## src/rtl/idex_pipe_reg_if.sv

```systemverilog
// ID/EX pipeline register bundle.
// Carries the decode-side hazard controls (stall, flush, in_valid), the decoded
// instruction fields (*_in), the registered EX-side fields (*_out) and the two
// activity counters.
//   slave  : the pipeline register. It samples the controls and *_in fields and
//            drives valid_out, the *_out fields and the counters.
//   master : the decode/EX environment, which sees the opposite directions.
interface idex_pipe_reg_if #(
    parameter int DATA_W     = 32,
    parameter int REG_ADDR_W = 6,
    parameter int ALU_OP_W   = 2,
    parameter int CNT_W      = 16
);
    logic                  stall;
    logic                  flush;
    logic                  in_valid;
    logic                  branch_in, mem_read_in, mem_write_in;
    logic                  alu_src_in, reg_write_in, mem_to_reg_in;
    logic [ALU_OP_W-1:0]   alu_op_in;
    logic [DATA_W-1:0]     rs_data_in, rt_data_in, imm_in, pc_in;
    logic [REG_ADDR_W-1:0] rd_in;

    logic                  valid_out;
    logic                  branch_out, mem_read_out, mem_write_out;
    logic                  alu_src_out, reg_write_out, mem_to_reg_out;
    logic [ALU_OP_W-1:0]   alu_op_out;
    logic [DATA_W-1:0]     rs_data_out, rt_data_out, imm_out, pc_out;
    logic [REG_ADDR_W-1:0] rd_out;
    logic [CNT_W-1:0]      stall_cnt, bubble_cnt;

    modport master (
        output stall, flush, in_valid,
               branch_in, mem_read_in, mem_write_in, alu_src_in, reg_write_in, mem_to_reg_in,
               alu_op_in, rs_data_in, rt_data_in, imm_in, pc_in, rd_in,
        input  valid_out,
               branch_out, mem_read_out, mem_write_out, alu_src_out, reg_write_out, mem_to_reg_out,
               alu_op_out, rs_data_out, rt_data_out, imm_out, pc_out, rd_out,
               stall_cnt, bubble_cnt
    );

    modport slave (
        input  stall, flush, in_valid,
               branch_in, mem_read_in, mem_write_in, alu_src_in, reg_write_in, mem_to_reg_in,
               alu_op_in, rs_data_in, rt_data_in, imm_in, pc_in, rd_in,
        output valid_out,
               branch_out, mem_read_out, mem_write_out, alu_src_out, reg_write_out, mem_to_reg_out,
               alu_op_out, rs_data_out, rt_data_out, imm_out, pc_out, rd_out,
               stall_cnt, bubble_cnt
    );
endinterface

```

## src/rtl/idex_pipe_reg.sv

```systemverilog
// ID/EX pipeline register with valid bit, stall (hold) and flush (bubble).
// The edge priority is reset, then flush, then stall, then load. An input with
// in_valid=0 loads as a bubble. A bubble zeroes every field, so it can never
// raise branch, memory or register-write side effects downstream.
// Ports:
//   clk_i  : clock; all state updates happen on the rising edge
//   rst_i  : synchronous active-high reset; clears the fields and both counters
//   bus    : idex_pipe_reg_if.slave; controls and *_in in, *_out and counters out
// stall_cnt counts edges where a stall was honoured. bubble_cnt counts bubbles
// forced by flush. Both saturate at all-ones.
// Every output comes straight from a flop.
module idex_pipe_reg #(
    parameter int DATA_W     = 32,
    parameter int REG_ADDR_W = 6,
    parameter int ALU_OP_W   = 2,
    parameter int CNT_W      = 16
) (
    input  logic            clk_i,
    input  logic            rst_i,
    idex_pipe_reg_if.slave  bus
);
    typedef struct packed {
        logic                  branch;
        logic                  mem_read;
        logic                  mem_write;
        logic                  alu_src;
        logic                  reg_write;
        logic                  mem_to_reg;
        logic [ALU_OP_W-1:0]   alu_op;
        logic [DATA_W-1:0]     rs_data;
        logic [DATA_W-1:0]     rt_data;
        logic [DATA_W-1:0]     imm;
        logic [DATA_W-1:0]     pc;
        logic [REG_ADDR_W-1:0] rd;
    } payload_t;

    payload_t         pay_q, pay_d, pay_in;
    logic             valid_q, valid_d;
    logic [CNT_W-1:0] stall_cnt_q, stall_cnt_d;
    logic [CNT_W-1:0] bubble_cnt_q, bubble_cnt_d;

    assign pay_in = '{
        branch:     bus.branch_in,
        mem_read:   bus.mem_read_in,
        mem_write:  bus.mem_write_in,
        alu_src:    bus.alu_src_in,
        reg_write:  bus.reg_write_in,
        mem_to_reg: bus.mem_to_reg_in,
        alu_op:     bus.alu_op_in,
        rs_data:    bus.rs_data_in,
        rt_data:    bus.rt_data_in,
        imm:        bus.imm_in,
        pc:         bus.pc_in,
        rd:         bus.rd_in
    };

    always_comb begin
        pay_d        = pay_q;
        valid_d      = valid_q;
        stall_cnt_d  = stall_cnt_q;
        bubble_cnt_d = bubble_cnt_q;
        if (bus.flush) begin
            // Flush wins over stall. The stall is not counted on this edge.
            pay_d   = '0;
            valid_d = 1'b0;
            if (bubble_cnt_q != '1) bubble_cnt_d = bubble_cnt_q + CNT_W'(1);
        end else if (bus.stall) begin
            if (stall_cnt_q != '1) stall_cnt_d = stall_cnt_q + CNT_W'(1);
        end else if (bus.in_valid) begin
            pay_d   = pay_in;
            valid_d = 1'b1;
        end else begin
            // Natural bubble from decode. It is not counted as a flush bubble.
            pay_d   = '0;
            valid_d = 1'b0;
        end
    end

    always_ff @(posedge clk_i) begin
        if (rst_i) begin
            pay_q        <= '0;
            valid_q      <= 1'b0;
            stall_cnt_q  <= '0;
            bubble_cnt_q <= '0;
        end else begin
            pay_q        <= pay_d;
            valid_q      <= valid_d;
            stall_cnt_q  <= stall_cnt_d;
            bubble_cnt_q <= bubble_cnt_d;
        end
    end

    assign bus.valid_out      = valid_q;
    assign bus.branch_out     = pay_q.branch;
    assign bus.mem_read_out   = pay_q.mem_read;
    assign bus.mem_write_out  = pay_q.mem_write;
    assign bus.alu_src_out    = pay_q.alu_src;
    assign bus.reg_write_out  = pay_q.reg_write;
    assign bus.mem_to_reg_out = pay_q.mem_to_reg;
    assign bus.alu_op_out     = pay_q.alu_op;
    assign bus.rs_data_out    = pay_q.rs_data;
    assign bus.rt_data_out    = pay_q.rt_data;
    assign bus.imm_out        = pay_q.imm;
    assign bus.pc_out         = pay_q.pc;
    assign bus.rd_out         = pay_q.rd;
    assign bus.stall_cnt      = stall_cnt_q;
    assign bus.bubble_cnt     = bubble_cnt_q;
endmodule

```

## src/flat_wrapper.sv

```systemverilog
// flat-port wrapper written by rule: the top's interface ports become plain ports
module idex_pipe_reg_flat 
#(
    parameter int DATA_W     = 32,
    parameter int REG_ADDR_W = 6,
    parameter int ALU_OP_W   = 2,
    parameter int CNT_W      = 16
)
  (clk_i, rst_i, bus_stall, bus_flush, bus_in_valid, bus_branch_in, bus_mem_read_in, bus_mem_write_in, bus_alu_src_in, bus_reg_write_in, bus_mem_to_reg_in, bus_alu_op_in, bus_rs_data_in, bus_rt_data_in, bus_imm_in, bus_pc_in, bus_rd_in, bus_valid_out, bus_branch_out, bus_mem_read_out, bus_mem_write_out, bus_alu_src_out, bus_reg_write_out, bus_mem_to_reg_out, bus_alu_op_out, bus_rs_data_out, bus_rt_data_out, bus_imm_out, bus_pc_out, bus_rd_out, bus_stall_cnt, bus_bubble_cnt);
  idex_pipe_reg_if #(.DATA_W(DATA_W), .REG_ADDR_W(REG_ADDR_W), .ALU_OP_W(ALU_OP_W), .CNT_W(CNT_W)) bus_i ();
  input  logic clk_i;
  input  logic rst_i;
  input wire logic [$bits(bus_i.stall)-1:0] bus_stall;
  input wire logic [$bits(bus_i.flush)-1:0] bus_flush;
  input wire logic [$bits(bus_i.in_valid)-1:0] bus_in_valid;
  input wire logic [$bits(bus_i.branch_in)-1:0] bus_branch_in;
  input wire logic [$bits(bus_i.mem_read_in)-1:0] bus_mem_read_in;
  input wire logic [$bits(bus_i.mem_write_in)-1:0] bus_mem_write_in;
  input wire logic [$bits(bus_i.alu_src_in)-1:0] bus_alu_src_in;
  input wire logic [$bits(bus_i.reg_write_in)-1:0] bus_reg_write_in;
  input wire logic [$bits(bus_i.mem_to_reg_in)-1:0] bus_mem_to_reg_in;
  input wire logic [$bits(bus_i.alu_op_in)-1:0] bus_alu_op_in;
  input wire logic [$bits(bus_i.rs_data_in)-1:0] bus_rs_data_in;
  input wire logic [$bits(bus_i.rt_data_in)-1:0] bus_rt_data_in;
  input wire logic [$bits(bus_i.imm_in)-1:0] bus_imm_in;
  input wire logic [$bits(bus_i.pc_in)-1:0] bus_pc_in;
  input wire logic [$bits(bus_i.rd_in)-1:0] bus_rd_in;
  output wire logic [$bits(bus_i.valid_out)-1:0] bus_valid_out;
  output wire logic [$bits(bus_i.branch_out)-1:0] bus_branch_out;
  output wire logic [$bits(bus_i.mem_read_out)-1:0] bus_mem_read_out;
  output wire logic [$bits(bus_i.mem_write_out)-1:0] bus_mem_write_out;
  output wire logic [$bits(bus_i.alu_src_out)-1:0] bus_alu_src_out;
  output wire logic [$bits(bus_i.reg_write_out)-1:0] bus_reg_write_out;
  output wire logic [$bits(bus_i.mem_to_reg_out)-1:0] bus_mem_to_reg_out;
  output wire logic [$bits(bus_i.alu_op_out)-1:0] bus_alu_op_out;
  output wire logic [$bits(bus_i.rs_data_out)-1:0] bus_rs_data_out;
  output wire logic [$bits(bus_i.rt_data_out)-1:0] bus_rt_data_out;
  output wire logic [$bits(bus_i.imm_out)-1:0] bus_imm_out;
  output wire logic [$bits(bus_i.pc_out)-1:0] bus_pc_out;
  output wire logic [$bits(bus_i.rd_out)-1:0] bus_rd_out;
  output wire logic [$bits(bus_i.stall_cnt)-1:0] bus_stall_cnt;
  output wire logic [$bits(bus_i.bubble_cnt)-1:0] bus_bubble_cnt;
  assign bus_i.stall = bus_stall;
  assign bus_i.flush = bus_flush;
  assign bus_i.in_valid = bus_in_valid;
  assign bus_i.branch_in = bus_branch_in;
  assign bus_i.mem_read_in = bus_mem_read_in;
  assign bus_i.mem_write_in = bus_mem_write_in;
  assign bus_i.alu_src_in = bus_alu_src_in;
  assign bus_i.reg_write_in = bus_reg_write_in;
  assign bus_i.mem_to_reg_in = bus_mem_to_reg_in;
  assign bus_i.alu_op_in = bus_alu_op_in;
  assign bus_i.rs_data_in = bus_rs_data_in;
  assign bus_i.rt_data_in = bus_rt_data_in;
  assign bus_i.imm_in = bus_imm_in;
  assign bus_i.pc_in = bus_pc_in;
  assign bus_i.rd_in = bus_rd_in;
  assign bus_valid_out = bus_i.valid_out;
  assign bus_branch_out = bus_i.branch_out;
  assign bus_mem_read_out = bus_i.mem_read_out;
  assign bus_mem_write_out = bus_i.mem_write_out;
  assign bus_alu_src_out = bus_i.alu_src_out;
  assign bus_reg_write_out = bus_i.reg_write_out;
  assign bus_mem_to_reg_out = bus_i.mem_to_reg_out;
  assign bus_alu_op_out = bus_i.alu_op_out;
  assign bus_rs_data_out = bus_i.rs_data_out;
  assign bus_rt_data_out = bus_i.rt_data_out;
  assign bus_imm_out = bus_i.imm_out;
  assign bus_pc_out = bus_i.pc_out;
  assign bus_rd_out = bus_i.rd_out;
  assign bus_stall_cnt = bus_i.stall_cnt;
  assign bus_bubble_cnt = bus_i.bubble_cnt;
  idex_pipe_reg #(.DATA_W(DATA_W), .REG_ADDR_W(REG_ADDR_W), .ALU_OP_W(ALU_OP_W), .CNT_W(CNT_W)) u_core (.clk_i(clk_i), .rst_i(rst_i), .bus(bus_i));
endmodule
```

## config.mk

```make
export PLATFORM = sky130hd
export DESIGN_NAME = idex_pipe_reg_flat
export DESIGN_NICKNAME = d
export VERILOG_FILES = /design/src/rtl/idex_pipe_reg_if.sv /design/src/rtl/idex_pipe_reg.sv /design/src/flat_wrapper.sv
export SDC_FILE = /design/constraint.sdc
export NUM_CORES = 1
export LEC_CHECK = 0
export CAP_MARGIN = 15
export CORE_ASPECT_RATIO = 2
export CORE_MARGIN = 2
export CORE_UTILIZATION = 30
export CTS_CLUSTER_DIAMETER = 40
export DETAILED_ROUTE_END_ITERATION = 10
export GPL_ROUTABILITY_DRIVEN = 1
export PLACE_DENSITY = 0.74
export SLEW_MARGIN = 25
export SYNTH_ARGS = -nofsm -noshare
export SYNTH_HDL_FRONTEND = slang
export SYNTH_SLANG_ARGS = --single-unit
```

## constraint.sdc

```tcl
create_clock -name clk_i -period 4.3 [get_ports clk_i]
set_input_delay 0.645 -clock clk_i [delete_from_list [all_inputs] [get_ports clk_i]]
set_output_delay 0.645 -clock clk_i [all_outputs]
set_load 0.01 [all_outputs]
```

==> results.json <==
{
  "min_path_type": "reg2reg",
  "min_period_ps": 2220,
  "start_util": 0.304,
  "cts-resized-gates": 0,
  "cp-startpoint": "rst_i",
  "crit_type": "in2reg",
  "rsz0062_at_grt": "false",
  "power_leakage_nw": 3.62,
  "cts_buffers": 17,
  "dieArea_um2": 22400,
  "coreArea_um2": 20900,
  "place_congestion": 0.826,
  "num_vias": 6191,
  "slew_viol_final": 0,
  "rows": 75,
  "worst_ep_required_time_ps": 4620,
  "cts_sinks": 175,
  "cp_max_fo": 46,
  "min_to": "u_core.bus.valid_out",
  "p_per_area_nw_per_um2": 346,
  "setup_viol": 0,
  "critPathLaunchType": "primary input",
  "worstHoldStart": "u_core.bus.valid_out",
  "detail_route.wl_per_cell_um": 16.6,
  "synth_nets": 817,
  "ys.flop_type": "dfxtp_1",
  "htreeDepth": 4,
  "synth_edf_count": 0,
  "layout_setup_ws_ps": 2080,
  "final_util": 0.494,
  "relSlewSlack": 0.464,
  "viasPerCell": 4.98,
  "finalWirelength_um": 20600,
  "worst_pin_slew_ps": 804,
  "cts_setup_buffers": 0,
  "hold_viol": 0,
  "worstSetupEndpointType": "flop",
  "grt_pass1_wl_um": 31900,
  "r2r_end": "u_core.bus.bubble_cnt[6]",
  "synth_cell_types": 48,
  "finalCritPeriodShare": 0.515,
  "die_w_um": 107,
  "crit_arrival_ps": 2530,
  "synth_area_leaders": "dfxtp_1 55%, a22oi_1 17%, nor2_1 9.3%",
  "track_usage": 0.182,
  "io_buffers": 321,
  "drive_gt1_frac": 0.0544,
  "status": "finished, final reports clean",
  "yosysTopAreaCell": "dfxtp_1",
  "avgSynthCellArea_um2": 9.51,
  "seq_area_frac_synth": 0.552,
  "ant_nets": 0,
  "reg2reg_setup_slack_ps": 2110,
  "whs_path_depth": 2,
  "yosys.area.top_type_share": 0.552,
  "grt_pass1_vias": 6022,
  "reg2reg_depth": 5,
  "path_clk_slew_ps": 70,
  "yosys_warnings": 0,
  "worst_clock_skew_ps": 8.13,
  "ys_seq_elements": 175,
  "dr.pass1.iters": 4,
  "antenna_found_initial": 0,
  "clk_latency_ps": 430,
  "synthCells": 668,
  "remaining_drc_errors": 0,
  "clockRootBuffer": "clkbuf_16",
  "io_pins": 322,
  "fp.dieH_um": 210,
  "grt_max_degree": 101,
  "reg2reg_from": "u_core.bus.bubble_cnt[0]",
  "synthArstFlopShare": 0,
  "netlist_area_um2": 6350,
  "fmax_mhz": 451,
  "hold_slack_ps": 497,
  "ir_drop_uv": 277,
  "cts_tree": "built",
  "drt-initial-drc-count": 216,
  "finalNetCount": 1110,
  "n_fill_cell": 1910,
  "clockBufferDepth": 2,
  "grt_overflow": 0,
  "cts_hold_buffers": 0,
  "dp_slack_ps": 1610,
  "tns_ps": 0,
  "maxCapViolations": 0,
  "diodes": 0,
  "post-dp-hpwl_um": 14600,
  "area_growth_pct": 62.6
}
[report_power, final]
part           total [W]  leakage, nW  internal [W]  switching (W)
sequential       0.00167         1.42       0.00165      0.0000181
combinational   0.000360         1.92      0.000210       0.000150
clock            0.00155        0.283      0.000868       0.000682
total            0.00358         3.62       0.00273       0.000851
[layout by cell type, fill, tap and decap left out, types with 6 or more instances in the layout]
master,Yosys,layout
mux2_2,7,7
nand3_1,12,12
a22oi_1,142,142
o21ai_0,7,7
a21oi_1,14,14
dfxtp_1,175,175
buf_4,1,6
clkbuf_16,0,17
nand2_1,11,11
nor4_1,9,9
nor2b_1,9,8
or3_1,8,8
clkdlybuf4s50_1,0,320
nor2_1,158,158
[state kept, by name, summed over array words and instances (netlist names)]
name and count:
u_core.bus.rt_data_out 32, u_core.bus.mem_write_out 1, u_core.bus.valid_out 1, u_core.bus.branch_out 1
u_core.bus.mem_read_out 1, u_core.bus.alu_src_out 1, u_core.bus.rd_out 6, u_core.bus.mem_to_reg_out 1
u_core.bus.pc_out 32, u_core.bus.alu_op_out 2, u_core.bus.imm_out 32, u_core.bus.reg_write_out 1
u_core.bus.bubble_cnt 16, u_core.bus.stall_cnt 16, u_core.bus.rs_data_out 32
[worst max path at each step]
stage | slack [ps] | end | cells after the start
after floorplan | 2310 | u_core.bus.stall_cnt[10] | 5
after global placement | 1640 | u_core.bus.rs_data_out[2] | 5
after detailed placement | 1610 | u_core.bus.rs_data_out[20] | 5
after CTS | 2070 | u_core.bus.rs_data_out[18] | 5
after global routing | 1910 | u_core.bus.bubble_cnt[4] | 5
final | 2080 | u_core.bus.rs_data_out[18] | 5
[cells by family (layout without fill, tap and decap cells)]
family	Yosys count	count (layout)	synth area share
simple gates	235	235	0.171
compound gates	186	186	0.214
flops	175	175	0.552
buf+inv	59	365	0.0410
mux	9	9	0.0156
fa+ha+maj	2	2	0.00394
xor+xnor	2	2	0.00276
[critical path, stage by stage]
cell and delay, ps:
clkdlybuf4s50_1 460, buf_4 350, or2_4 560, buf_4 380
nor2_1 90
[final cells by class]
class                   instances  area (um2)  area share
repair buffers                328        3290       0.318
clock inverters                13         151      0.0147
inverters                       5        18.8     0.00182
flip-flops and latches        175        3500       0.339
well taps                     269         337      0.0326
multi-input cells             434        2600       0.252
clock buffers                  19         433      0.0419
[through the flow]
stage	total power, W	area (um2)	instances
2_1_floorplan	0.00184	6350	668
3_3_place_gp	0.00206	9750	1211
3_5_place_dp	0.00207	9750	1211
4_1_cts	0.00364	10300	1243
5_1_grt	0.00373	10300	1243
6_report	0.00358	10300	1243
[per-layer routing]
layer  up-vias  global-route usage  routed length [um]
met1      2927               0.188                7560
met5         -                   0                   0
met2       229               0.331               11100
li1       3006                   -                   -
met3        29              0.0640                1500
met4         0              0.0708                 457
[synthesized netlist by cell type (all sizes together), types with 4 or more instances]
cell type and instances:
clkbuf 43, nand4 7, nor3 5, o21ai 7, inv 5, dfxtp 175
nor2b 9, buf 10, or3 8, a21oi 14, or4 4, nand2 11
mux2 7, and3 4, nor2 158, nand3 12, a22oi 142, nor4 11
No activity file was read; power rests on OpenSTA's default activity.
